$ cat src/rtl/hazard_ctrl.sv
// Pipeline hazard controller: operand forwarding, load-use and MDU scoreboard stalls, branch flushes.
// Optional HAZARD_PERF_EN adds 32-bit stall/flush cycle counters (stall_cyc, flush_cyc).
module hazard_ctrl #(
  parameter int AW       = 5,
  parameter int NUM_RS   = 2,
  parameter int MAX_PEND = 4
) (
  input  logic                 clk,
  input  logic                 rst_n,
  input  logic [NUM_RS*AW-1:0] rs_d,
  input  logic [AW-1:0]        rd_d,
  input  logic                 regwrite_d,
  input  logic                 mdu_op_d,
  input  logic [NUM_RS*AW-1:0] rs_e,
  input  logic [AW-1:0]        rd_e,
  input  logic                 load_e,
  input  logic                 mdu_issue_e,
  input  logic                 pcsrc_e,
  input  logic [AW-1:0]        rd_m,
  input  logic                 regwrite_m,
  input  logic [AW-1:0]        rd_w,
  input  logic                 regwrite_w,
  input  logic                 mdu_done,
  input  logic [AW-1:0]        mdu_rd,
  output logic [NUM_RS*2-1:0]  fwd,
  output logic                 stall_f,
  output logic                 stall_d,
  output logic                 flush_d,
  output logic                 flush_e,
  output logic [3:0]           mdu_cnt
`ifdef HAZARD_PERF_EN
  ,
  output logic [31:0]          stall_cyc,
  output logic [31:0]          flush_cyc
`endif
);

  localparam int NREG = 2 ** AW;
  localparam logic [3:0] MAX_CNT = 4'(MAX_PEND);

  // Bit 0 exists only to keep indexing simple; it is held at 0 (x0 is never pending).
  logic [NREG-1:0] pend, pend_nxt, set_vec, clr_vec;
  logic [3:0]      cnt;
  logic            done_ok;
  logic [NUM_RS*2-1:0] fwd_raw;
  logic [AW-1:0]   src_e, src_d;
  logic            luh, sbh, fh, hz;

  always_comb begin
    fwd_raw = '0;
    src_e   = '0;
    for (int i = 0; i < NUM_RS; i++) begin
      src_e = rs_e[i*AW +: AW];
      if (regwrite_m && src_e != '0 && src_e == rd_m)
        fwd_raw[2*i +: 2] = 2'b10;
      else if (regwrite_w && src_e != '0 && src_e == rd_w)
        fwd_raw[2*i +: 2] = 2'b01;
    end
  end

  always_comb begin
    luh   = 1'b0;
    sbh   = 1'b0;
    src_d = '0;
    for (int i = 0; i < NUM_RS; i++) begin
      src_d = rs_d[i*AW +: AW];
      if (load_e && rd_e != '0 && src_d == rd_e) luh = 1'b1;
      if (src_d != '0 && pend[src_d])            sbh = 1'b1;
    end
    if (regwrite_d && rd_d != '0 && pend[rd_d]) sbh = 1'b1;
    fh = mdu_op_d && (cnt == MAX_CNT) && !mdu_done;
    hz = (luh || sbh || fh) && !pcsrc_e;
  end

  // Outputs are gated by rst_n so they read 0 for the whole reset interval.
  assign fwd     = rst_n ? fwd_raw : '0;
  assign stall_f = rst_n & hz;
  assign stall_d = rst_n & hz;
  assign flush_d = rst_n & pcsrc_e;
  assign flush_e = rst_n & (pcsrc_e | hz);
  assign mdu_cnt = cnt;

  // A completion with nothing outstanding (e.g. a stale one after reset) is dropped.
  assign done_ok = mdu_done && (cnt != 4'd0);

  always_comb begin
    set_vec = '0;
    clr_vec = '0;
    if (mdu_issue_e && rd_e != '0) set_vec[rd_e] = 1'b1;
    if (done_ok)                   clr_vec[mdu_rd] = 1'b1;
    pend_nxt    = (pend & ~clr_vec) | set_vec;
    pend_nxt[0] = 1'b0;
  end

  always_ff @(posedge clk or negedge rst_n) begin
    if (!rst_n) begin
      pend <= '0;
      cnt  <= 4'd0;
    end else begin
      pend <= pend_nxt;
      if (mdu_issue_e && !done_ok && cnt < MAX_CNT)
        cnt <= cnt + 4'd1;
      else if (done_ok && !mdu_issue_e)
        cnt <= cnt - 4'd1;
    end
  end

`ifdef HAZARD_PERF_EN
  always_ff @(posedge clk or negedge rst_n) begin
    if (!rst_n) begin
      stall_cyc <= '0;
      flush_cyc <= '0;
    end else begin
      if (stall_d) stall_cyc <= stall_cyc + 32'd1;
      if (flush_e) flush_cyc <= flush_cyc + 32'd1;
    end
  end
`endif

endmodule

$ cat config.mk
export PLATFORM = sky130hd
export DESIGN_NAME = hazard_ctrl
export DESIGN_NICKNAME = d
export VERILOG_FILES = /design/src/rtl/hazard_ctrl.sv
export SDC_FILE = /design/constraint.sdc
export NUM_CORES = 1
export LEC_CHECK = 0
export ABC_AREA = 1
export BUFFER_PORTS_ARGS = -buffer_cell sky130_fd_sc_hd__buf_2
export CORE_MARGIN = 4
export CORE_UTILIZATION = 40
export CTS_BUF_LIST = sky130_fd_sc_hd__clkbuf_4 sky130_fd_sc_hd__clkbuf_8
export DETAILED_ROUTE_END_ITERATION = 10
export PLACE_DENSITY = 0.64
export SLEW_MARGIN = 20
export SYNTH_ARGS = -nofsm -noshare
export SYNTH_HDL_FRONTEND = slang
export SYNTH_SLANG_ARGS = --single-unit
$ cat constraint.sdc
create_clock -name clk -period 4.3 [get_ports clk]
set_input_delay 0.43 -clock clk [delete_from_list [all_inputs] [get_ports clk]]
set_output_delay 0.43 -clock clk [all_outputs]
set_load 0.03 [all_outputs]
==> results by group, run 1 <==
Global routing
  • First-pass GRT wire length: 17.4 mm
  • Largest net degree at the start of global routing: 39
  • Vias in the first global route: 3538
  • Antenna violations before repair: 0
  • Total GRT Usage: 22.2%
  • GRT overflow: 0

Critical path
  • CP endpoint kind: output port
  • Crit Reg-Reg Endpoint: mdu_cnt[3]
  • Crit path cell chain: inv_1 > nand2_1 > nand2_1 > nor2_1 > nor3_1 > nand2_1 > nor2_1 > nor2_1 > nor2_1 > nand2_1 > nand2_2 > nand2_1 > buf_2
  • Register-to-register setup slack: 2.32 ns
  • Slowest CP cell: dfrtp_1
  • Worst path arrival time: 1.95 ns
  • Worst Path Max Fanout: 3
  • R2R cell count: 8
  • Crit path top cell by count: nand2_1
  • Worst r2r src: mdu_cnt[0]
  • Worst Setup Start Kind: register
  • Crit-path max cell delay: 0.40 ns
  • Critical Path RT: 3.87 ns
  • CP Class: register to output port

Floorplan
  • Number of core rows: 32
  • Die H: 97.9 um
  • Initial core utilization: 41.4%
  • Core area: 0.00781 mm2
  • I/O pin count: 67
  • DIE AREA: 0.00958 mm2
  • Die X: 97.9 um

Synth
  • Cell taking the most area after synthesis: dfrtp_1
  • Most common cell in the synthesized netlist: nand2_1
  • Seq/Total Area, Yosys: 27.1%
  • Most frequent cells after synthesis: 148 x nand2_1, 82 x nand3_1, 70 x inv_1, 61 x o21ai_0, 35 x dfrtp_1
  • Synth Instances: 517
  • Async S/R FF share, synth: 100%
  • EDFF count, synth: 0
  • Post-synth top area share: 27.1%
  • Top cells by area, synth: dfrtp_1 27%, nand2_1 17%, nand3_1 13%
  • Post-synth top flop: dfrtp_1
  • Average size of a mapped cell: 6.25 um2
  • Unique masters post-synth: 38
  • Synth Register Bits: 35
  • Synthesized area: 0.00323 mm2
  • Syn_nets: 575
  • Yosys Warn Count: 0

Layout
  • Layout Cells excl Fill: 680
  • Final nets: 635
  • Post-route cell area: 0.00367 mm2
  • FILL cells: 853
  • Layout cells sized above 1: 15.9%
  • Area Overhead vs Synth: 13.6%
  • ANT cells: 0

Clocking
  • H-Tree Depth: 2
  • Worst-skew pair later-pin latency: 0.28 ns
  • Clock Tree Root: clkbuf_8
  • # Post-CTS Setup Buffers: 0
  • Num CTS Buffers: 5
  • CTS tree: done
  • Cts repair resizes: 0
  • Clock sink count: 35
  • Clock buffer depth: 2
  • Worst-path clk slew: 0.07 ns
  • Hold_buf cts: 0

Timing
  • Slew @ Worst Pin: 0.484 ns
  • Fin. max-slew vios: 0
  • Setup violators final: 0
  • Setup Skew: 0.00578 ns
  • Final min period: 2.38 ns
  • RSZ-0062 raised after global routing: false
  • Worst hold margin: 0.252 ns
  • Worst slew margin: 67.8%
  • Setup TNS: 0 ns
  • Final worst-path cycle share: 55.5%
  • Fmax achieved: 419 MHz
  • Final hold violations: 0

Placement
  • DP HPWL: 8.57 mm
  • DP Area: 0.00356 mm2
  • Global placer's final weighted congestion: 0.970
  • PortBufs: 66
  • Placed Cells: 672

Pwr
  • Pwr Density: 377 mW/mm2
  • Total power: 0.00138 W
  • Worst VDD drop: 0.325 mV
  • Static Leak: 1.91 nW

Detailed routing
  • Drc violations: 0
  • Via count: 3756
  • Post-Route WL: 10.7 mm
  • Wire per inst: 15.8 um
  • Via density: 5.52
  • Number of detailed-route iterations in the first pass: 5
  • Post-route ant nets: 0
  • DR iter-0 viols: 303

Flow run
  • Max Cap Violations: 0

Min path
  • Hold Path Class: primary input to async pin

Run status
  • Status: finished clean
worst max path at each step:
stage | from | endpoint | slack, ns | depth (start not counted)
floorplan | rd_d[0] | stall_f | 2.07 | 15
global placement | rd_d[0] | stall_d | 1.95 | 14
detailed placement | rd_d[0] | stall_f | 1.94 | 14
CTS | pend[3] | flush_e | 1.89 | 13
global route | rd_d[0] | stall_d | 1.73 | 14
finish | pend[3] | flush_e | 1.92 | 13
area by class of cell:
class,instances,area (um2),area share (%)
clock buffer,8,104,2.83
timing repair buffer,67,338,9.21
tap,102,128,3.48
sequential,35,876,23.9
multi-input combinational,393,1930,52.7
inverter,75,292,7.95
per-layer routing:
layer,GRT usage (%),wire (um),up-vias
li1,-,-,1812
met2,36.4,5060,167
met1,31.2,4710,1760
met3,2.50,789,17
met4,5.43,174,0
met5,0,0,-
logic make-up (layout without fill, tap and decap cells):
logic type / Yosys count / in the layout / synth area share (%)
buffers and inverters: 89 / 150 / 13.1
AOI/OAI and AO/OA: 84 / 84 / 14.8
xor gates and xnor gates: 17 / 17 / 4.61
DFF: 35 / 35 / 27.1
and+or+nand+nor: 288 / 288 / 38.7
adders and majority gates: 3 / 3 / 1.39
muxes: 1 / 1 / 0.349
worst max-delay path, delay by kind of cell (launching register included):
kind / cells / cell delay, ns
buffers and inverters: 2 / 0.35
flip-flops: 1 / 0.40
AND/OR/NAND/NOR: 11 / 0.91
flip-flops by register name, indices dropped and copies added, names as in the netlist:
register / cells
mdu_cnt: 4
pend: 31
layout by cell type (no fill, tap or decap), drive strengths merged, types with 3 or more instances in the layout:
| cell | instances |
|---|---|
| xnor2 | 9 |
| nand3 | 83 |
| nand4 | 8 |
| dfrtp | 35 |
| o22ai | 5 |
| xor2 | 8 |
| a31oi | 3 |
| buf | 67 |
| nand2 | 152 |
| clkbuf | 8 |
| o211ai | 4 |
| a21oi | 5 |
| o21ai | 62 |
| nor3 | 7 |
| inv | 75 |
| nor2 | 35 |
report_power, final:
part           leakage, nW  switching, W  internal (W)
clock               0.0549      0.000116      0.000153
sequential           0.421     0.0000938      0.000428
combinational         1.43      0.000395      0.000199
stage by stage:
stage | utilization [%] | setup slack [ns]
floorplan | - | 2.07
global placement | 45.7 | 1.95
detailed placement | 45.7 | 1.94
CTS | 47.0 | 1.89
global route | 47.0 | 1.73
finish | 47.0 | 1.92
(Power assumes the default switching activity.)
==> inputs of run 2 (changes only) <==
==> constraint.sdc (replaced) <==
create_clock -name clk -period 2.4 [get_ports clk]
set_input_delay 0.24 -clock clk [delete_from_list [all_inputs] [get_ports clk]]
set_output_delay 0.24 -clock clk [all_outputs]
set_load 0.03 [all_outputs]
==> results by group, run 2 (same netlist as run 1, synthesis figures left out) <==
Timing
  • Final hold violations: 0 (unchanged)
  • Setup Skew: 0.00912 ns (was 0.00578 ns)
  • Final min period: 2.09 ns
  • Fmax achieved: 478 MHz
  • Setup TNS: 0 ns (unchanged)
  • RSZ-0062 raised after global routing: false (unchanged)
  • Final worst-path cycle share: 87.2%
  • Fin. max-slew vios: 0 (unchanged)
  • Worst slew margin: 73.0% (was 67.8%)
  • Slew @ Worst Pin: 0.404 ns (was 0.484 ns)
  • Setup violators final: 0 (unchanged)

Global routing
  • Total GRT Usage: 22.2% (about the same)
  • First-pass GRT wire length: 17.5 mm (was 17.4 mm)
  • GRT overflow: 0 (unchanged)
  • Antenna violations before repair: 0 (unchanged)
  • Largest net degree at the start of global routing: 20 (was 39)
  • Vias in the first global route: 3517 (was 3538)

Floorplan
  • Initial core utilization: 41.4% (unchanged)
  • I/O pin count: 67 (unchanged)
  • DIE AREA: 0.00958 mm2 (unchanged)
  • Number of core rows: 32 (unchanged)
  • Die H: 97.9 um (unchanged)
  • Core area: 0.00781 mm2 (unchanged)
  • Die X: 97.9 um (unchanged)

Clocking
  • Cts repair resizes: 0 (unchanged)
  • H-Tree Depth: 2 (unchanged)
  • Clock sink count: 35 (unchanged)
  • Worst-skew pair later-pin latency: 0.30 ns (was 0.28 ns)
  • Num CTS Buffers: 5 (unchanged)
  • # Post-CTS Setup Buffers: 0 (unchanged)
  • CTS tree: done (unchanged)
  • Worst-path clk slew: 0.08 ns (was 0.07 ns)
  • Clock buffer depth: 2 (unchanged)
  • Clock Tree Root: clkbuf_8 (unchanged)

Critical path
  • R2R cell count: 6 (was 8)
  • Worst path arrival time: 1.85 ns (was 1.95 ns)
  • Critical Path RT: 2.16 ns (was 3.87 ns)
  • Worst Path Max Fanout: 3 (unchanged)
  • Register-to-register setup slack: 0.43 ns (was 2.32 ns)
  • CP Class: register to output port (unchanged)
  • Worst Setup Start Kind: register (unchanged)
  • CP endpoint kind: output port (unchanged)

Placement
  • Global placer's final weighted congestion: 0.978 (was 0.970)
  • DP HPWL: 8.57 mm (about the same)
  • Placed Cells: 675 (was 672)
  • PortBufs: 66 (unchanged)

Layout
  • Final nets: 639 (was 635)
  • Commonest non-fill, non-tap cell in the layout: nand2_1 (unchanged)
  • Reg with most FFs: pend (unchanged)
  • ANT cells: 0 (unchanged)
  • Layout Cells excl Fill: 684 (was 680)
  • Max FFs per register: 31 (unchanged)
  • Area Overhead vs Synth: 14.9% (was 13.6%)
  • Layout cells sized above 1: 16.3% (was 15.9%)
  • Most frequent cells in the layout: 148 x nand2_1, 82 x nand3_1, 70 x inv_1 (unchanged)

Detailed routing
  • DR iter-0 viols: 200 (was 303)
  • Number of detailed-route iterations in the first pass: 4 (was 5)
  • Via density: 5.43 (was 5.52)
  • Via count: 3713 (was 3756)
  • Post-route ant nets: 0 (unchanged)
  • Post-Route WL: 10.6 mm (was 10.7 mm)
  • Wire per inst: 15.5 um (was 15.8 um)
  • Drc violations: 0 (unchanged)

Pwr
  • Static Leak: 1.93 nW (was 1.91 nW)
  • Worst VDD drop: 0.587 mV (was 0.325 mV)
  • Sw Share: 43.3% (was 43.7%)
  • Clk network pwr share: 21.5% (was 19.4%)
  • Sw Pwr: 0.00110 W (was 0.000605 W)
  • Int Power: 0.00144 W (was 0.000780 W)
  • Total power: 0.00254 W (was 0.00138 W)
  • Pwr Density: 684 mW/mm2 (was 377 mW/mm2)
  • Seq pwr share: 36.9% (was 37.7%)
  • Combinational power share: 41.6% (was 42.9%)

Flow run
  • Max Cap Violations: 0 (unchanged)

Run status
  • Status: finished clean (unchanged)

Min path
  • Hold Path Class: primary input to async pin (unchanged)
## run 2: final timing paths
check                                   to        from
worst max register to register  mdu_cnt[1]  mdu_cnt[0]
worst max-delay path               flush_e     pend[2]
worst min-delay path              pend[25]       rst_n
max in group asynchronous         pend[24]       rst_n
min in group clk                  pend[24]   mdu_rd[1]
worst min register to register    pend[31]    pend[31]
## run 2: routing by layer
layer	part of all wire [%]	global-route usage [%]	wire length [um]
met1	45	31.7	4750
met2	47	35.2	4930
met3	7.1	3.29	747
met4	1.5	5.86	163
met5	0	0	0
## run 2: area by class of cell
class	count	area, um2
timing repair buffer	71	370
sequential	35	876
inverter	75	292
tap	102	128
fill	855	4090
multi-input combinational	393	1930
clock inverter	3	47.5
clock buffer	5	68.8
## run 2: stage by stage
step	area, um2	hold WS, ns	worst slack [ns]	util, %
floorplan	3230	-0.0556	0.426	-
global placement	3590	0.109	0.449	45.9
detailed placement	3590	0.111	0.409	45.9
CTS	3710	0.344	0.299	47.6
global route	3710	0.362	0.0453	47.6
finish	3710	0.333	0.307	47.6
## run 2: worst max-delay path, cell delays in order (launching register included)
cell and delay (ns):
dfrtp_1 0.39, inv_1 0.15, nand2_1 0.07, nand3_1 0.07, nand2_1 0.05, nor2_1 0.16, nand2_1 0.09, nand3_1 0.08
nand2_1 0.05, nor2_1 0.08, nand2_1 0.07, nand2_2 0.07, nand2_1 0.04, buf_2 0.17
## run 2: what timing repair did
action	4_1_cts	5_1_grt
hold buffers	1	0
setup endpoints to repair	0	0
endpoints found under the hold margin	8	0
## run 2: power groups by stage
stage | clock [W] | combinational [W] | sequential [W]
floorplan | 0 | 0.000681 | 0.000945
finish | 0.000546 | 0.00106 | 0.000939
global route | 0.000585 | 0.00120 | 0.000960
CTS | 0.000550 | 0.00105 | 0.000931
global placement | 0 | 0.00102 | 0.000937
detailed placement | 0 | 0.00105 | 0.000943
==> inputs of run 3 (changes only) <==
--- a/config.mk
+++ b/config.mk
@@ -7,11 +7,13 @@
 export LEC_CHECK = 0
 export ABC_AREA = 1
 export BUFFER_PORTS_ARGS = -buffer_cell sky130_fd_sc_hd__buf_2
+export CELL_PAD_IN_SITES_DETAIL_PLACEMENT = 0
+export CELL_PAD_IN_SITES_GLOBAL_PLACEMENT = 1
 export CORE_MARGIN = 4
-export CORE_UTILIZATION = 40
+export CORE_UTILIZATION = 39
 export CTS_BUF_LIST = sky130_fd_sc_hd__clkbuf_4 sky130_fd_sc_hd__clkbuf_8
 export DETAILED_ROUTE_END_ITERATION = 10
-export PLACE_DENSITY = 0.64
+export PLACE_DENSITY = 0.85
 export SLEW_MARGIN = 20
 export SYNTH_ARGS = -nofsm -noshare
 export SYNTH_HDL_FRONTEND = slang
==> results by group, run 3 (same netlist as run 1, synthesis figures left out) <==
Timing
  • Fmax achieved: 463 MHz (was 478 MHz)
  • Setup violators final: 0 (unchanged)
  • RSZ-0062 raised after global routing: false (unchanged)
  • Final worst-path cycle share: 89.9% (was 87.2%)
  • Final min period: 2.16 ns (was 2.09 ns)
  • Final hold violations: 0 (unchanged)
  • Fin. max-slew vios: 0 (unchanged)
  • Setup Skew: 0.00580 ns (was 0.00912 ns)
  • Worst slew margin: 67.7% (was 73.0%)
  • Slew @ Worst Pin: 0.485 ns (was 0.404 ns)
  • Setup TNS: 0 ns (unchanged)

Layout
  • Final nets: 635 (was 639)
  • Reg with most FFs: pend (unchanged)
  • ANT cells: 0 (unchanged)
  • Layout Cells excl Fill: 680 (was 684)
  • Commonest non-fill, non-tap cell in the layout: nand2_1 (unchanged)
  • Final core area utilization: 46.3% (was 47.6%)
  • Layout cells sized above 1: 15.9% (was 16.3%)
  • Area Overhead vs Synth: 13.1% (was 14.9%)
  • Max FFs per register: 31 (unchanged)
  • Most frequent cells in the layout: 148 x nand2_1, 82 x nand3_1, 70 x inv_1 (unchanged)

Critical path
  • Crit Reg-Reg Endpoint: mdu_cnt[3] (was mdu_cnt[1])
  • Worst Setup Start Kind: register (unchanged)
  • Critical Path Source: pend[31] (was pend[2])
  • R2R cell count: 8 (was 6)
  • Worst Path Max Fanout: 3 (unchanged)
  • Worst r2r src: mdu_cnt[0] (unchanged)
  • Register-to-register setup slack: 0.36 ns (was 0.43 ns)
  • CP endpoint kind: output port (unchanged)
  • Worst path arrival time: 1.92 ns (was 1.85 ns)
  • Critical Path RT: 2.16 ns (about the same)
  • CP Class: register to output port (unchanged)

Flow run
  • Max Cap Violations: 0 (unchanged)

Detailed routing
  • DR iter-0 viols: 246 (was 200)
  • Wire per inst: 15.2 um (was 15.5 um)
  • Number of detailed-route iterations in the first pass: 5 (was 4)
  • Post-route ant nets: 0 (unchanged)
  • Via density: 5.38 (was 5.43)
  • Post-Route WL: 10.3 mm (was 10.6 mm)
  • Via count: 3659 (was 3713)
  • Drc violations: 0 (unchanged)

Clocking
  • Worst-skew pair later-pin latency: 0.28 ns (was 0.30 ns)
  • Clock Tree Root: clkbuf_8 (unchanged)
  • Num CTS Buffers: 5 (unchanged)
  • Worst-path clk slew: 0.07 ns (was 0.08 ns)
  • Clock buffer depth: 2 (unchanged)
  • Hold_buf cts: 0 (was 1)
  • # Post-CTS Setup Buffers: 0 (unchanged)
  • Clock sink count: 35 (unchanged)
  • H-Tree Depth: 2 (unchanged)
  • Cts repair resizes: 0 (unchanged)
  • CTS tree: done (unchanged)

Global routing
  • Largest net degree at the start of global routing: 39 (was 20)
  • GRT overflow: 0 (unchanged)
  • First-pass GRT wire length: 16.6 mm (was 17.5 mm)
  • Antenna violations before repair: 0 (unchanged)
  • Vias in the first global route: 3473 (was 3517)
  • Total GRT Usage: 20.6% (was 22.2%)

Pwr
  • Pwr Density: 661 mW/mm2 (was 684 mW/mm2)
  • Int Power: 0.00135 W (was 0.00144 W)
  • Worst VDD drop: 0.474 mV (was 0.587 mV)
  • Clk network pwr share: 17.9% (was 21.5%)
  • Static Leak: 1.90 nW (was 1.93 nW)
  • Sw Pwr: 0.00106 W (was 0.00110 W)
  • Combinational power share: 43.5% (was 41.6%)
  • Seq pwr share: 38.6% (was 36.9%)
  • Sw Share: 44.1% (was 43.3%)

Min path
  • Hold Path Class: primary input to async pin (unchanged)

Floorplan
  • I/O pin count: 67 (unchanged)
  • Number of core rows: 32 (unchanged)
  • Initial core utilization: 41.0% (was 41.4%)
  • DIE AREA: 0.00980 mm2 (was 0.00958 mm2)
  • Die H: 99.0 um (was 97.9 um)
  • Core area: 0.00789 mm2 (was 0.00781 mm2)
  • Die X: 99.0 um (was 97.9 um)

Placement
  • PortBufs: 66 (unchanged)
  • DP HPWL: 8.37 mm (was 8.57 mm)
  • Placed Cells: 672 (was 675)
  • Global placer's final weighted congestion: 0.940 (was 0.978)

Run status
  • Status: finished clean (unchanged)
-- run 3: cell types whose count changed in the layout (fill, tap and decap cells not counted) --
cell           delta
buf_4             -3
clkbuf_4          +2
bufinv_16         -1
clkinv_2          +1
clkinv_4          -1
dlygate4sd3_1     -1
inv_6             -1
-- run 3: final cells by class --
| type | instances | area, um2 |
|---|---|---|
| fillers | 861 | 4230 |
| multi-input cells | 393 | 1930 |
| flip-flops and latches | 35 | 876 |
| repair buffers | 67 | 338 |
| inverters | 75 | 292 |
| well taps | 102 | 128 |
| clock buffers | 7 | 83.8 |
| clock inverters | 1 | 5.00 |
-- run 3: routing by layer --
metal  vias up  track usage (%)  part of all wire [%]
met1      1700             27.6                    44
met2       136             35.0                    47
met4         0             6.30                   2.0
met5         -                0                     0
met3        17             1.70                   6.3
li1       1806                -                     -
-- run 3: power groups by stage --
| stage | clock [W] | combinational (W) | sequential (W) |
|---|---|---|---|
| after global routing | 0.000460 | 0.00119 | 0.000957 |
| after floorplan | 0 | 0.000681 | 0.000945 |
| final | 0.000432 | 0.00105 | 0.000933 |
| after detailed placement | 0 | 0.00104 | 0.000938 |
| after global placement | 0 | 0.00101 | 0.000929 |
| after CTS | 0.000436 | 0.00105 | 0.000927 |
-- run 3: stage by stage --
step	area [um2]	total power [W]	hold slack, ns	setup WS [ns]
final	3650	0.00241	0.0223	0.242
after global routing	3650	0.00261	0.0700	0.0470
after CTS	3650	0.00241	0.0423	0.237
after detailed placement	3560	0.00198	0.344	0.350
after global placement	3560	0.00194	0.338	0.393
after floorplan	3230	0.00163	-0.0556	0.426
-- run 3: worst max-delay path: stages, from the launching register on --
cell and delay [ns]:
dfrtp_1 0.39, inv_1 0.16, nand2_1 0.08, nand3_1 0.09, nand3_1 0.07, nand3_1 0.12
nand2_1 0.06, nand2_1 0.06, nand2_1 0.05, nor2_1 0.16, nand2_1 0.09, nand2_2 0.08
nand2_1 0.05, buf_2 0.17
-- run 3: worst max path at each step --
stage	endpoint	slack (ns)	depth (start not counted)
2_1_floorplan	mdu_cnt[3]	0.43	8
3_3_place_gp	stall_d	0.39	14
3_5_place_dp	mdu_cnt[3]	0.35	8
4_1_cts	flush_e	0.24	13
5_1_grt	flush_e	0.05	13
6_report	flush_e	0.24	13
